--- src/rtl/riscv_mtimer.sv ---
// Machine timer: 64-bit mtime/mtimecmp with a bus register window and a level interrupt.
// Define MTIMER_PRESCALER_EN to add an 8-bit tick prescaler (CTRL[15:8]).
module riscv_mtimer #(
  parameter int unsigned DW = 32,
  parameter int unsigned AW = 5
) (
  input  logic          clk_i,
  input  logic          rst_i,
  input  logic          sel_i,
  input  logic          we_i,
  input  logic [AW-1:0] addr_i,
  input  logic [DW-1:0] wdata_i,
  output logic [DW-1:0] rdata_o,
  output logic          ack_o,
  output logic          t_intr_o
);

  logic [63:0] mtime;
  logic [63:0] mtimecmp;
  logic [31:0] mtime_hi_shadow;
  logic        en;
  logic        ie;
  logic        tick;
  logic [7:0]  presc;
  logic [2:0]  word;
  logic        accept;
  logic        wr;
  logic        rd;
  logic        ctrl_wr;
  logic [31:0] rd_word;
  logic        unused_addr;

  assign word        = addr_i[4:2];
  assign unused_addr = ^addr_i[1:0];
  assign accept      = sel_i && !ack_o;
  assign wr          = accept && we_i;
  assign rd          = accept && !we_i;
  assign ctrl_wr     = wr && (word == 3'd4);

`ifdef MTIMER_PRESCALER_EN
  logic [7:0] presc_cnt;

  assign tick = en && (presc_cnt == presc);

  // A CTRL write restarts the prescale period so the first tick lands PRESC+1 clocks later.
  always_ff @(posedge clk_i or posedge rst_i) begin
    if (rst_i) begin
      presc     <= '0;
      presc_cnt <= '0;
    end else if (ctrl_wr) begin
      presc     <= wdata_i[15:8];
      presc_cnt <= '0;
    end else if (en) begin
      presc_cnt <= tick ? 8'd0 : presc_cnt + 8'd1;
    end
  end
`else
  assign presc = '0;
  assign tick  = en;
`endif

  always_comb begin
    rd_word = '0;
    case (word)
      3'd0:    rd_word = mtime[31:0];
      3'd1:    rd_word = mtime_hi_shadow;
      3'd2:    rd_word = mtimecmp[31:0];
      3'd3:    rd_word = mtimecmp[63:32];
      3'd4:    rd_word = {16'h0000, presc, 6'b000000, ie, en};
      default: rd_word = '0;
    endcase
  end

  always_ff @(posedge clk_i or posedge rst_i) begin
    if (rst_i) begin
      rdata_o <= '0;
      ack_o   <= 1'b0;
    end else begin
      ack_o   <= accept;
      rdata_o <= rd ? rd_word : '0;
    end
  end

  // A bus write to either mtime half takes priority over the tick in the same cycle.
  always_ff @(posedge clk_i or posedge rst_i) begin
    if (rst_i) begin
      mtime           <= '0;
      mtime_hi_shadow <= '0;
    end else begin
      if (wr && (word == 3'd0))
        mtime[31:0] <= wdata_i;
      else if (wr && (word == 3'd1))
        mtime[63:32] <= wdata_i;
      else if (tick)
        mtime <= mtime + 64'd1;
      if (rd && (word == 3'd0))
        mtime_hi_shadow <= mtime[63:32];
    end
  end

  always_ff @(posedge clk_i or posedge rst_i) begin
    if (rst_i) begin
      mtimecmp <= '1;
      en       <= 1'b0;
      ie       <= 1'b0;
    end else begin
      if (wr && (word == 3'd2))
        mtimecmp[31:0] <= wdata_i;
      if (wr && (word == 3'd3))
        mtimecmp[63:32] <= wdata_i;
      if (ctrl_wr) begin
        en <= wdata_i[0];
        ie <= wdata_i[1];
      end
    end
  end

  always_ff @(posedge clk_i or posedge rst_i) begin
    if (rst_i)
      t_intr_o <= 1'b0;
    else
      t_intr_o <= ie && (mtime >= mtimecmp);
  end

endmodule
--- config.mk ---
export PLATFORM = sky130hd
export DESIGN_NAME = riscv_mtimer
export DESIGN_NICKNAME = d
export VERILOG_FILES = /design/src/rtl/riscv_mtimer.sv
export SDC_FILE = /design/constraint.sdc
export NUM_CORES = 1
export LEC_CHECK = 0
export ABC_AREA = 1
export ABC_CLOCK_PERIOD_IN_PS = 7700
export BUFFER_PORTS_ARGS = -buffer_cell sky130_fd_sc_hd__buf_2
export CORE_AREA = 2 2 151 153
export DETAILED_ROUTE_END_ITERATION = 6
export DIE_AREA = 0 0 153 155
export PLACE_DENSITY = 0.84
export SKIP_LAST_GASP = 1
export SYNTH_ARGS = -nofsm -noshare
export SYNTH_HDL_FRONTEND = slang
export SYNTH_SLANG_ARGS = --single-unit
export TNS_END_PERCENT = 30
--- constraint.sdc ---
create_clock -name clk_i -period 7.7 [get_ports clk_i]
set_input_delay 1.925 -clock clk_i [delete_from_list [all_inputs] [get_ports clk_i]]
set_output_delay 1.925 -clock clk_i [all_outputs]
set_load 0.02 [all_outputs]
==> results.md <==
* H-tree levels at 4
* Internal power at 2.326 mW
* Vias at 11,430
* Post-synthesis net count at 1,701
* FF+latch count, synth at 196
* Final period util at 0.5522
* Initial core utilization at 0.5388
* Port Buffers at 72
* Power Dens Cells at 307.2 mW/mm²
* Final hold vios at 0
* CP Class: input port to flop
* 1st-iter DRT viols at 1,177
* Startpoint types: input port
* Fill cell count at 2,064
* Area of the core at 0.02223 mm²
* Hpwl dp at 28.84 mm
* Vias per inst at 5.880
* Clk pwr share at 0.217
* # rows at 55
* Cts repair resizes at 0
* Fin. max-slew vios at 0
* Fmax achieved at 235.2 MHz
* Worst path slowest cell: inv_2
* Average size of a mapped cell at 7.509 µm²
* DRC Markers at 12
* Seq/Total Area, Yosys at 0.4162
* Routed WL per cell at 19.78 µm
* YS warnings at 0
* Die ar. at 0.02372 mm²
* Leading post-synthesis cells by cell area: dfrtp_1 (28%), dfstp_2 (14%), nand2_1 (14%), ha_1 (6.8%), inv_1 (6.5%)
* Sw Ratio at 0.4235
* Crit path DAT at 4.64 ns
* Grt ovf at 0
* N_diodes at 0
* Initial antenna violation count at 0
* WL final at 38.45 mm
* Post-synth top area share at 0.2758
* GRT Util Overall at 0.3285
* Crit-path most repeated cell: nand2_1
* Setup-failing EPs final at 0
* Tmin final at 4.252 ns
* Clock slew at reported path FFs at 0.07 ns
* Post-Syn Area at 0.01198 mm²
* Crit-path cells: buf_2 > inv_1 > nand2_1 > buf_4 > nor2_1 > inv_2 > o21ai_4 > inv_1 > nand2_1 > nand2_1 > nand2_1 > inv_1
* Layout area overhead at 9.684%
* Hold WC Path Type: flop to flop
* IO Count at 75
* Max IR drop VDD at 0.1417 mV
* Hold-fix buffers at CTS at 0
* Worst setup EP type: flop
* Critical Path RT at 8.09 ns
* CTS sink cnt at 196
* Status: finished, violations left
* Fraction of layout cells with a size suffix above 1 at 0.1350
* Setup tns final at 0 ns
* Vias in the first global route at 11,000
* Root Buffer: clkbuf_16
* Clock Latency Late Sink at 0.45 ns
* DRT antenna net count at 0
* Leakage at 6.110 nW
* Failing checks: DRC
* Die Y at 155 µm
* Unrepaired setup endpoints after global routing: no
* Clk_skew at 0.01526 ns
* Storage cell area at 0.004985 mm²
* Num CTS Buffers at 17
* Die Width at 153 µm
* Switching pwr at 1.709 mW
* Leading area contributor after synthesis: dfrtp_1
* Final GP Congestion at 1.007
* Slew of the pin with the lowest slew margin at 1.163 ns
* Rel. slew slack at 0.2221
* # Post-CTS Setup Buffers at 0
* Cells after synthesis at 1,595
* Nets at 1,752
* Max Cap Viol at 0
* Flop pwr share at 0.422
* CP max FO at 38
* Multi-input gate area at 0.005987 mm²
* TritonRoute pass-1 iters at 7
* First-pass GRT wire length at 60.58 mm
* Number of distinct library cells after synthesis at 35
* Largest net degree at the start of global routing at 73
* CTS tree: built
* Comb power frac at 0.360
* Final Util at 0.5910
* CTS Buffer Depth at 2
* Slowest stage delay, CP at 0.67 ns
==> layout make-up <==
cell class | count | share of cell area
inverter | 211 | 0.06086
tap | 285 | 0.02715
timing repair buffer | 84 | 0.03429
clock buffer | 19 | 0.03372
multi-input combinational | 1136 | 0.4558
clock inverter | 13 | 0.008763
sequential | 196 | 0.3795
==> cells by family after synthesis <==
logic type / count (synthesis) / synth area share
buffers and inverters: 263 / 0.08494
adders and majority gates: 65 / 0.06791
xor gates and xnor gates: 25 / 0.01828
and+or+nand+nor: 743 / 0.2636
AOI/OAI and AO/OA: 303 / 0.1491
DFF: 196 / 0.4162
==> cell usage in the layout (no fill, tap or decap), drive strengths merged, types with 26 or more instances in the layout <==
cell type	instances
nand2	449
dfstp	64
o21ai	132
nor3	28
a21oi	81
ha	65
inv	218
nor2	165
buf	84
dfrtp	132
nand4	26
nand3	70
o221ai	27
==> per-stage QoR <==
stage               total power, mW  worst slack (ns)  hold WS, ns  instance area [µm²]  std cells
detailed placement            3.129             3.118       0.4735                12580       1912
finish                        4.035             3.448       0.4888                13140       1944
CTS                           4.005             3.573       0.4913                13140       1944
global route                  4.307             3.287       0.5077                13140       1944
global placement              3.048             3.204       0.4656                12580       1912
floorplan                     2.652            0.5403       0.4534                11980       1595
==> power by group through the flow <==
| stage | Combinational, mW | Sequential, mW | Clock (mW) |
|---|---|---|---|
| 3_3_place_gp | 1.35 | 1.69 | 0 |
| 4_1_cts | 1.43 | 1.69 | 0.880 |
| 3_5_place_dp | 1.42 | 1.71 | 0 |
| 2_1_floorplan | 1.03 | 1.62 | 0 |
| 5_1_grt | 1.64 | 1.74 | 0.919 |
| 6_report | 1.45 | 1.70 | 0.878 |
==> layer usage <==
metal | vias up | global-route usage | wire length (µm)
li1 | 5331 | - | -
met1 | 5471 | 0.4598 | 16430
met2 | 563 | 0.5388 | 18120
met3 | 65 | 0.04652 | 3090
met4 | 0 | 0.09171 | 808
met5 | - | 0 | 0
==> final timing paths <==
check	cells after the start	end	from	slack [ns]
setup / recovery	12	mtime[39]$_DFFE_PP0P_	addr_i[4]	3.45
max in group asynchronous	3	mtime[62]$_DFFE_PP0P_	rst_i	4.98
min in group asynchronous	2	rdata_o[13]$_DFF_PP0_	rst_i	1.48
hold reg to reg	2	mtime_hi_shadow[13]$_DFFE_PP0P_	mtime_hi_shadow[13]$_DFFE_PP0P_	0.49
hold / removal	2	mtime_hi_shadow[13]$_DFFE_PP0P_	mtime_hi_shadow[13]$_DFFE_PP0P_	0.49
setup reg to reg	10	mtime[39]$_DFFE_PP0P_	ack_o$_DFF_PP0_	4.70
==> flip-flops by register name, summed over array words and instances, names as in the netlist <==
signal	count
rdata_o	32
ie	1
mtime	64
t_intr_o	1
ack_o	1
en	1
mtime_hi_shadow	32
mtimecmp	64
==> critical path: cells and delay by family <==
| family | cells | cell delay (ns) |
|---|---|---|
| buffers and inverters | 6 | 1.80 |
| AO/OA/AOI/OAI | 1 | 0.46 |
| AND/OR/NAND/NOR | 5 | 0.42 |
==> cell usage after synthesis (all sizes together) <==
cell	instances
buf	20
o211ai	8
a21oi	81
a221oi	21
o21bai	6
nor3	28
ha	65
nand4	26
o21a	2
o22ai	25
xor2	25
inv	211
nor2	165
a21o	1
nor3b	1
dfstp	64
nand2	449
dfrtp	132
o21ai	132
nand3	70
clkbuf	32
and2	4
o221ai	27
Power figures use the tool's default switching activity.
